## config.mk

```make
export PLATFORM = sky130hd
export DESIGN_NAME = imem_loader
export DESIGN_NICKNAME = d
export VERILOG_FILES = /design/src/rtl/imem_loader_pkg.sv /design/src/rtl/imem_loader_byte_to_word_packer.sv /design/src/rtl/imem_loader.sv
export SDC_FILE = /design/constraint.sdc
export NUM_CORES = 1
export LEC_CHECK = 0
export BUFFER_PORTS_ARGS = -buffer_cell sky130_fd_sc_hd__clkbuf_2
export CORE_UTILIZATION = 55
export DETAILED_ROUTE_END_ITERATION = 8
export PLACE_DENSITY_LB_ADDON = 0.05
export RECOVER_POWER = 100
export SLEW_MARGIN = 30
export SYNTH_ARGS = -nofsm -noshare
export SYNTH_HDL_FRONTEND = slang
export SYNTH_SLANG_ARGS = --single-unit
export TNS_END_PERCENT = 1
```

## constraint.sdc

```tcl
create_clock -name clk -period 4.3 [get_ports clk]
set_clock_uncertainty 0.15 [all_clocks]
set_input_delay 0.215 -clock clk [delete_from_list [all_inputs] [get_ports clk]]
set_output_delay 0.215 -clock clk [all_outputs]
set_load 0.005 [all_outputs]
```

## src/rtl/imem_loader_pkg.sv

```systemverilog
// imem_loader_pkg
// Shared constants for the instruction-memory loader: loader FSM state
// encodings, word geometry and the width of the frame length field.
// Optional checksum build: IMEM_LOADER_CSUM_EN (adds the CSUM state use).
package imem_loader_pkg;

    localparam int BYTES_PER_WORD = 4;
    localparam int LEN_W          = 16;

    typedef logic [2:0] state_t;

    localparam state_t ST_LEN0 = 3'd0;
    localparam state_t ST_LEN1 = 3'd1;
    localparam state_t ST_DATA = 3'd2;
    localparam state_t ST_CSUM = 3'd3;
    localparam state_t ST_DONE = 3'd4;
    localparam state_t ST_ERR  = 3'd5;

endpackage

```

## src/rtl/imem_loader_byte_to_word_packer.sv

```systemverilog
// byte_to_word_packer
// Collects bytes LSB-first into a 32-bit little-endian word and flags the
// byte that completes the word.
// Ports:
//   clk, rst    clock, asynchronous active-high reset
//   clr         synchronous restart: next byte becomes byte 0
//   byte_valid  a byte is accepted this edge
//   byte_data   the accepted byte
//   word        assembled word (lanes hold their last written byte)
//   word_done   combinational: this accepted byte is the 4th of the word
module byte_to_word_packer
    import imem_loader_pkg::*;
(
    input  logic        clk,
    input  logic        rst,
    input  logic        clr,
    input  logic        byte_valid,
    input  logic [7:0]  byte_data,
    output logic [31:0] word,
    output logic        word_done
);

    localparam int IDX_W = $clog2(BYTES_PER_WORD);

    logic [IDX_W-1:0] idx_reg;

    assign word_done = byte_valid && (idx_reg == IDX_W'(BYTES_PER_WORD - 1));

    always_ff @(posedge clk or posedge rst) begin
        if (rst) begin
            idx_reg <= '0;
        end else if (clr) begin
            idx_reg <= '0;
        end else if (byte_valid) begin
            idx_reg <= word_done ? '0 : idx_reg + IDX_W'(1);
        end
    end

    // One register per byte lane; only the lane selected by idx captures.
    genvar gi;
    generate
        for (gi = 0; gi < BYTES_PER_WORD; gi++) begin : g_lane
            logic [7:0] lane_reg;

            always_ff @(posedge clk or posedge rst) begin
                if (rst) begin
                    lane_reg <= '0;
                end else if (!clr && byte_valid && (idx_reg == IDX_W'(gi))) begin
                    lane_reg <= byte_data;
                end
            end

            assign word[8*gi +: 8] = lane_reg;
        end
    endgenerate

endmodule

```

## src/rtl/imem_loader.sv

```systemverilog
// imem_loader
// Writer side of the instruction memory. Receives a framed byte stream
// (LEN_LO, LEN_HI, then 4*N data bytes, LSB-first per word), writes the
// words sequentially from address 0 and holds the pipeline in reset until
// the load completes.
// Build option: define IMEM_LOADER_CSUM_EN to require a trailing XOR
// checksum byte over all data bytes.
// Ports:
//   clk, rst      clock, asynchronous active-high reset
//   start         restart pulse, wins over a same-edge byte
//   s_valid/s_data/s_ready  byte stream handshake
//   imem_we/imem_addr/imem_wdata  instruction-memory write port
//   cpu_rst       pipeline reset hold (released one edge after DONE)
//   done, error   sticky completion / failure flags
//   words_loaded  words written in the current load
module imem_loader
    import imem_loader_pkg::*;
#(
    parameter int ADDR_W = 6
)
(
    input  logic              clk,
    input  logic              rst,
    input  logic              start,
    input  logic              s_valid,
    input  logic [7:0]        s_data,
    output logic              s_ready,
    output logic              imem_we,
    output logic [ADDR_W-1:0] imem_addr,
    output logic [31:0]       imem_wdata,
    output logic              cpu_rst,
    output logic              done,
    output logic              error,
    output logic [ADDR_W:0]   words_loaded
);

    localparam int DEPTH = 2**ADDR_W;

    // State entered once the data (or the empty frame) is finished.
`ifdef IMEM_LOADER_CSUM_EN
    localparam state_t ST_TAIL = ST_CSUM;
`else
    localparam state_t ST_TAIL = ST_DONE;
`endif

    state_t            state_reg;
    logic              imem_we_reg;
    logic [ADDR_W-1:0] imem_addr_reg;
    logic              cpu_rst_reg;
    logic              done_reg;
    logic              error_reg;
    logic [ADDR_W:0]   words_loaded_reg;
    logic [LEN_W-1:0]  len_reg;
`ifdef IMEM_LOADER_CSUM_EN
    logic [7:0]        csum_reg;
`endif

    logic              accept;
    logic              pack_valid;
    logic              word_done;
    logic [ADDR_W:0]   words_next;
    logic [LEN_W-1:0]  len_full;
    logic              len_too_big;
    logic              last_word;

    assign s_ready      = (state_reg != ST_DONE) && (state_reg != ST_ERR);
    assign accept       = s_valid && s_ready && !start;
    assign pack_valid   = accept && (state_reg == ST_DATA);
    assign words_next   = words_loaded_reg + (ADDR_W+1)'(1);
    assign len_full     = {s_data, len_reg[7:0]};
    assign len_too_big  = ({1'b0, len_full} > (LEN_W+1)'(DEPTH));
    assign last_word    = (LEN_W'(words_next) == len_reg);

    assign imem_we      = imem_we_reg;
    assign imem_addr    = imem_addr_reg;
    assign cpu_rst      = cpu_rst_reg;
    assign done         = done_reg;
    assign error        = error_reg;
    assign words_loaded = words_loaded_reg;

    byte_to_word_packer u_packer (
        .clk        (clk),
        .rst        (rst),
        .clr        (start),
        .byte_valid (pack_valid),
        .byte_data  (s_data),
        .word       (imem_wdata),
        .word_done  (word_done)
    );

    always_ff @(posedge clk or posedge rst) begin
        if (rst) begin
            state_reg        <= ST_LEN0;
            imem_we_reg      <= 1'b0;
            imem_addr_reg    <= '0;
            cpu_rst_reg      <= 1'b1;
            done_reg         <= 1'b0;
            error_reg        <= 1'b0;
            words_loaded_reg <= '0;
            len_reg          <= '0;
`ifdef IMEM_LOADER_CSUM_EN
            csum_reg         <= '0;
`endif
        end else begin
            imem_we_reg <= 1'b0;
            if (start) begin
                state_reg        <= ST_LEN0;
                imem_addr_reg    <= '0;
                cpu_rst_reg      <= 1'b1;
                done_reg         <= 1'b0;
                error_reg        <= 1'b0;
                words_loaded_reg <= '0;
                len_reg          <= '0;
`ifdef IMEM_LOADER_CSUM_EN
                csum_reg         <= '0;
`endif
            end else begin
                // Flags follow the terminal state by one edge so the final
                // write strobe lands while the pipeline is still held.
                if (state_reg == ST_DONE) begin
                    done_reg    <= 1'b1;
                    cpu_rst_reg <= 1'b0;
                end
                if (state_reg == ST_ERR) begin
                    error_reg <= 1'b1;
                end

                // Step past the address just written; saturate so a full
                // DEPTH load never wraps back to 0.
                if (imem_we_reg && (imem_addr_reg != ADDR_W'(DEPTH - 1))) begin
                    imem_addr_reg <= imem_addr_reg + ADDR_W'(1);
                end

                if (accept) begin
                    case (state_reg)
                        ST_LEN0: begin
                            len_reg[7:0] <= s_data;
                            state_reg    <= ST_LEN1;
                        end
                        ST_LEN1: begin
                            len_reg[LEN_W-1:8] <= s_data;
                            if (len_too_big) begin
                                state_reg <= ST_ERR;
                            end else if (len_full == '0) begin
                                state_reg <= ST_TAIL;
                            end else begin
                                state_reg <= ST_DATA;
                            end
                        end
                        ST_DATA: begin
`ifdef IMEM_LOADER_CSUM_EN
                            csum_reg <= csum_reg ^ s_data;
`endif
                            if (word_done) begin
                                imem_we_reg      <= 1'b1;
                                imem_addr_reg    <= words_loaded_reg[ADDR_W-1:0];
                                words_loaded_reg <= words_next;
                                if (last_word) begin
                                    state_reg <= ST_TAIL;
                                end
                            end
                        end
`ifdef IMEM_LOADER_CSUM_EN
                        ST_CSUM: begin
                            state_reg <= (s_data == csum_reg) ? ST_DONE : ST_ERR;
                        end
`endif
                        default: begin
                        end
                    endcase
                end
            end
        end
    end

endmodule

```

After elaboration in Yosys (flattened, before gate mapping)
Cells that the tools add are included.
{"block": "classes", "addsub": 3, "multipliers": 0, "div": 0, "order_cmp": 1, "eq_ne": 13, "n_shift": 0, "muxes": 33, "bitwise": 0, "n_reduce_logical": 28}
{"op": "2-to-1 mux 16 bit", "count": 2}
{"op": "2-to-1 mux 6 bit", "count": 5}
{"op": "2-to-1 mux 7 bit", "count": 4}
{"op": "2-to-1 mux 3 bit", "count": 6}
{"op": "== test 7 x 16 -> 1 bit", "count": 1}
{"op": "> comparator 16 x 7 -> 1 bit (second input constant)", "count": 1}
{"op": "zero test 16 bit", "count": 1}
{"op": "2-to-1 mux 8 bit", "count": 2}
{"op": "nonzero test 2 bit", "count": 8}
{"op": "logical AND 1 bit", "count": 11}
{"op": "2-to-1 mux 1 bit", "count": 10}
{"op": "!= test 3 bit (second input constant)", "count": 3}
{"op": "one-hot mux 3 bit (3 select lines)", "count": 1}
{"op": "adder 7 x 1 -> 7 bit (second input constant)", "count": 1}
{"op": "adder 6 x 1 -> 6 bit (second input constant)", "count": 1}
{"op": "== test 3 bit (second input constant)", "count": 2}
{"op": "2-to-1 mux 2 bit", "count": 3}
{"op": "!= test 6 bit (second input constant)", "count": 1}
{"op": "== test 2 bit (second input constant)", "count": 2}
{"op": "AND reduction 2 bit", "count": 2}
{"op": "AND reduction 4 bit", "count": 1}
{"op": "nonzero test 4 bit", "count": 1}
{"op": "== test 3 x 1 -> 1 bit (second input constant)", "count": 1}
{"op": "== test 3 x 2 -> 1 bit (second input constant)", "count": 1}
{"op": "7 further kinds", "count": 7}
{"block": "word_totals", "ff_bits": 70, "latchBits": 0, "mem_bits_rw": 0, "rom_bits": 0, "elab_cells": 92, "mem_count": 0}

Longest topological paths before layout
{"block": "depth", "depth_word": 10, "mapped_depth": 8}

Cells and area by module
From an unflattened synthesis, not the netlist that was laid out.
{"block": "hier_totals", "cells_unflattened": 297, "hier_area_um2": 3309.4}
{"mod": "imem_loader", "instances": 1, "cells_each": 213, "area_each_um2": 1901.8, "seq_area_each_um2": 902.1}
{"mod": "byte_to_word_packer", "instances": 1, "cells_each": 84, "area_each_um2": 1407.6, "seq_area_each_um2": 850.8}

Worst setup path after synthesis
Ideal clock, no wire load.
{"block": "synth_timing", "path_kind": "register to register", "from": "register words_loaded_reg[1] (netlist: words_loaded[1])", "to": "register state_reg[1]", "arrival_ps": 1757, "setup_slack_ps": 2313, "stages_incl_launch_ff": 8, "cell_sequence": "dfrtp_1 -> ha_1 -> and3_1 -> nand2_1 -> a311oi_1 -> o22ai_1 -> a211oi_2 -> mux2i_1"}
{"block": "synth_between", "elab_chain_len": 4}
{"element": "from (decl)", "line_no": "imem_loader.sv:52", "text": "logic [ADDR_W:0] words_loaded_reg;"}
{"element": "from (signal assigned)", "line_no": "imem_loader.sv:157", "text": "words_loaded_reg <= words_next;"}
{"element": "adder 7 x 1 -> 7 bit", "line_no": "imem_loader.sv:69", "text": "assign words_next = words_loaded_reg + (ADDR_W+1)'(1);"}
{"element": "== test 7 x 16 -> 1 bit", "line_no": "imem_loader.sv:72", "text": "assign last_word = (LEN_W'(words_next) == len_reg);"}
{"element": "!= test 3 bit (no source line)"}
{"element": "AND reduction 4 bit (no source line)"}
{"element": "to (signal assigned)", "line_no": "imem_loader.sv:93", "text": "state_reg <= ST_LEN0;"}
{"element": "to (signal assigned)", "line_no": "imem_loader.sv:107", "text": "state_reg <= ST_LEN0;"}
{"element": "to (signal assigned)", "line_no": "imem_loader.sv:138", "text": "state_reg <= ST_LEN1;"}
{"element": "to (decl)", "line_no": "imem_loader.sv:46", "text": "state_t state_reg;"}
No other way between the ends.
A chain may end at the register's enable or synchronous reset.

Worst setup path in the final report
{"block": "layout_timing", "from": "register u_packer.idx_reg[0]", "to": "register state_reg[2]"}
{"block": "layout_between", "elab_chain_len": 4}
{"element": "from (decl)", "line_no": "imem_loader_byte_to_word_packer.sv:25", "text": "logic [IDX_W-1:0] idx_reg;"}
{"element": "from (signal assigned)", "line_no": "imem_loader_byte_to_word_packer.sv:35", "text": "idx_reg <= word_done ? '0 : idx_reg + IDX_W'(1);"}
{"element": "== test 2 bit", "line_no": "imem_loader_byte_to_word_packer.sv:27", "text": "assign word_done = byte_valid && (idx_reg == IDX_W'(BYTES_PER_WORD - 1));"}
{"element": "logical AND 1 bit", "line_no": "imem_loader_byte_to_word_packer.sv:27"}
{"element": "!= test 3 x 2 -> 1 bit (no source line)"}
{"element": "AND reduction 4 bit (no source line)"}
No other way between the ends.

==> flow_summary.yaml <==
global_routing:
  grt_max_degree: 54
  grt_overflow: 0
  track_usage_pct: 25.4
  grt_pass1_vias: 2569
  grt_pass1_wl_um: 12200
  antenna_found_initial: 0
synthesis:
  synth_cells: 323
  ys_seq_area_share_pct: 54.0
  async_reset_ff_share_pct: 100
  synth-seq-cells: 70
  synth_cell_types: 40
  avgSynthCellArea_um2: 10.0
  yosysWarnings: 0
  synth-main-ff-cell: "dfrtp_1"
  synth_edf_count: 0
  syn_area_um2: 3250
  mappedNetlistNets: 341
floorplanning:
  boundaryPins: 62
  die-area_um2: 6210
  initial_utilization_pct: 57.9
  die_h_um: 78.8
  fp.dieW_um: 78.8
  num_rows: 27
  core_area_um2: 5610
cts:
  root_buffer: "clkbuf_8"
  post_cts_buffers: 0
  cts_buffer_depth: 2
  cts_buffers: 9
  tritoncts_num_sinks: 70
  clk_pin_slew_ns: 0.08
  h-tree-depth: 3
  cts_tree: "yes"
  worstSkewPairLatency_ns: 0.34
timing:
  tns_ns: 0
  setup_viol: 0
  slew_headroom_pct: 12.5
  period_share_pct: 72.3
  slew_viol_final: 0
  rsz0062_at_grt: "no"
  fmax_mhz: 322
  hold_viol: 0
  tightest_slew_ns: 1.31
  period_needed_ns: 3.11
place:
  gp_congestion: 0.827
  dp.cells: 445
  port_buffers: 61
  dp_hpwl_um: 4640
detailed_routing:
  viasPerCell: 5.48
  drt-initial-drc-count: 153
  wl_um: 6850
  ant_nets: 0
  routed-via-count: 2534
  wl_per_cell_um: 14.8
  firstDrtPassIters: 4
  drc: 0
layout:
  n_antenna_cell: 0
  synthToLayoutAreaGrowth_pct: 17.0
  layoutNonFillerInstCount: 462
  largest_reg_flops: 32
  drive_above_1_share_pct: 22.3
  final_core_utilization_pct: 67.7
  nets: 403
  fillers: 483
worst_setup_path:
  critical_path_arrival_ns: 3.22
  critPathLaunchType: "flip-flop"
  cp_data_required_time_ns: 4.41
  crit_type: "flip-flop to flip-flop"
  crit_fanout: 22
  crit_path_end_kind: "flip-flop"
  ff2ff_setup_slack_ns: 1.19
job:
  cap_violations: 0
power_and_ir_drop:
  total_power_w: 0.00140
  ir_worst_vdd_mv: 0.313
  powerDensity_nw_per_um2: 367
  p_leak_nw: 1.88
min_path:
  min_path_type: "primary input to flip-flop"
outcome:
  status: "complete, no violations"
what timing repair did:
item | CTS | global route
endpoints found under the hold margin | 17 | 0
hold buffers | 1 | 0
resized for setup | 0 | 0
worst max-delay path, cell delays in order (launching register included):
cell      delay, ns
dfrtp_1        0.42
ha_1           0.26
and2_0         0.18
nand3_1        0.07
clkbuf_1       0.73
inv_2          0.28
nand4_1        0.15
nor4_1         0.06
a211oi_1       0.48
mux2i_1        0.24
per-stage QoR:
step                      instance area, um2  setup WS [ns]  hold WS (ns)
after floorplan                         3250           2.17         0.170
after global placement                  3600           1.71        0.0427
after detailed placement                3600           1.66        0.0452
after CTS                               3840           1.88       0.00451
after global routing                    3800          0.907        0.0243
final                                   3800           1.19        0.0206
metal layers:
layer	track usage [%]	up-vias	routed length, um
li1	-	1218	-
met4	9.45	0	114
met3	5.29	10	305
met5	0	-	0
met2	40.4	70	3200
met1	34.3	1236	3230
power by group:
group          internal [W]  switching [W]
Sequential         0.000675      0.0000152
Combinational     0.0000339      0.0000667
Clock              0.000346       0.000259
Total               0.00106       0.000340
worst paths after layout:
kind                                           startpoint                             end  cells past startpoint
max                                   u_packer.idx_reg[0]                    state_reg[2]                      9
min                                             s_data[1]  u_packer.g_lane[3].lane_reg[1]                      3
max reg2reg                           u_packer.idx_reg[0]                    state_reg[2]                      9
min reg2reg                u_packer.g_lane[3].lane_reg[7]  u_packer.g_lane[3].lane_reg[7]                      2
max in group asynchronous                             rst                    state_reg[2]                      4
min in group asynchronous                             rst                    imem_addr[5]                      3
cells by family (layout without fill, tap and decap cells):
family	count (synthesis)	count (layout)	share of synthesized area (%)
adder cells (fa/ha/maj)	6	6	2.31
multiplexers	28	28	9.56
buffers and inverters	20	87	2.54
AO/OA/AOI/OAI	44	44	8.06
flip-flops	70	70	54.0
XOR/XNOR	16	16	4.32
AND/OR/NAND/NOR	139	139	19.2
final cells by class:
type	count	area [um2]	share of cell area, %
well taps	72	90.1	2.37
flip-flops and latches	70	1750	46.1
clock buffers	10	138	3.62
multi-input cells	233	1400	36.8
inverters	7	26.3	0.692
clock inverters	6	93.8	2.47
repair buffers	64	302	7.94
synthesized netlist by cell type (6+ instances only):
library cell | instances | share of area (%)
nand3_1 | 7 | 1.1
dfrtp_1 | 69 | 53
a21oi_1 | 22 | 3.4
a211oi_1 | 6 | 1.4
ha_1 | 6 | 2.3
mux2_2 | 24 | 8.3
xnor2_1 | 7 | 1.9
nand2_1 | 74 | 8.6
nand4_1 | 6 | 1.2
xor2_1 | 9 | 2.4
clkbuf_1 | 8 | 0.93
nor2_1 | 24 | 2.8
o21ai_0 | 8 | 1.2
inv_1 | 6 | 0.69
cells in the final DEF (no fill, tap or decap), drive strengths merged, types with 5 or more instances in the layout:
master	synthesis	final
a211oi	7	7
a21oi	22	22
clkbuf	8	72
dfrtp	69	69
ha	6	6
inv	7	8
mux2	24	24
nand2	74	74
nand3	7	7
nand4	6	6
nor2	25	25
nor2b	5	5
nor4	5	5
o21ai	8	8
xnor2	7	7
xor2	9	9
Note: power is estimated with default switching activity, not from simulation.
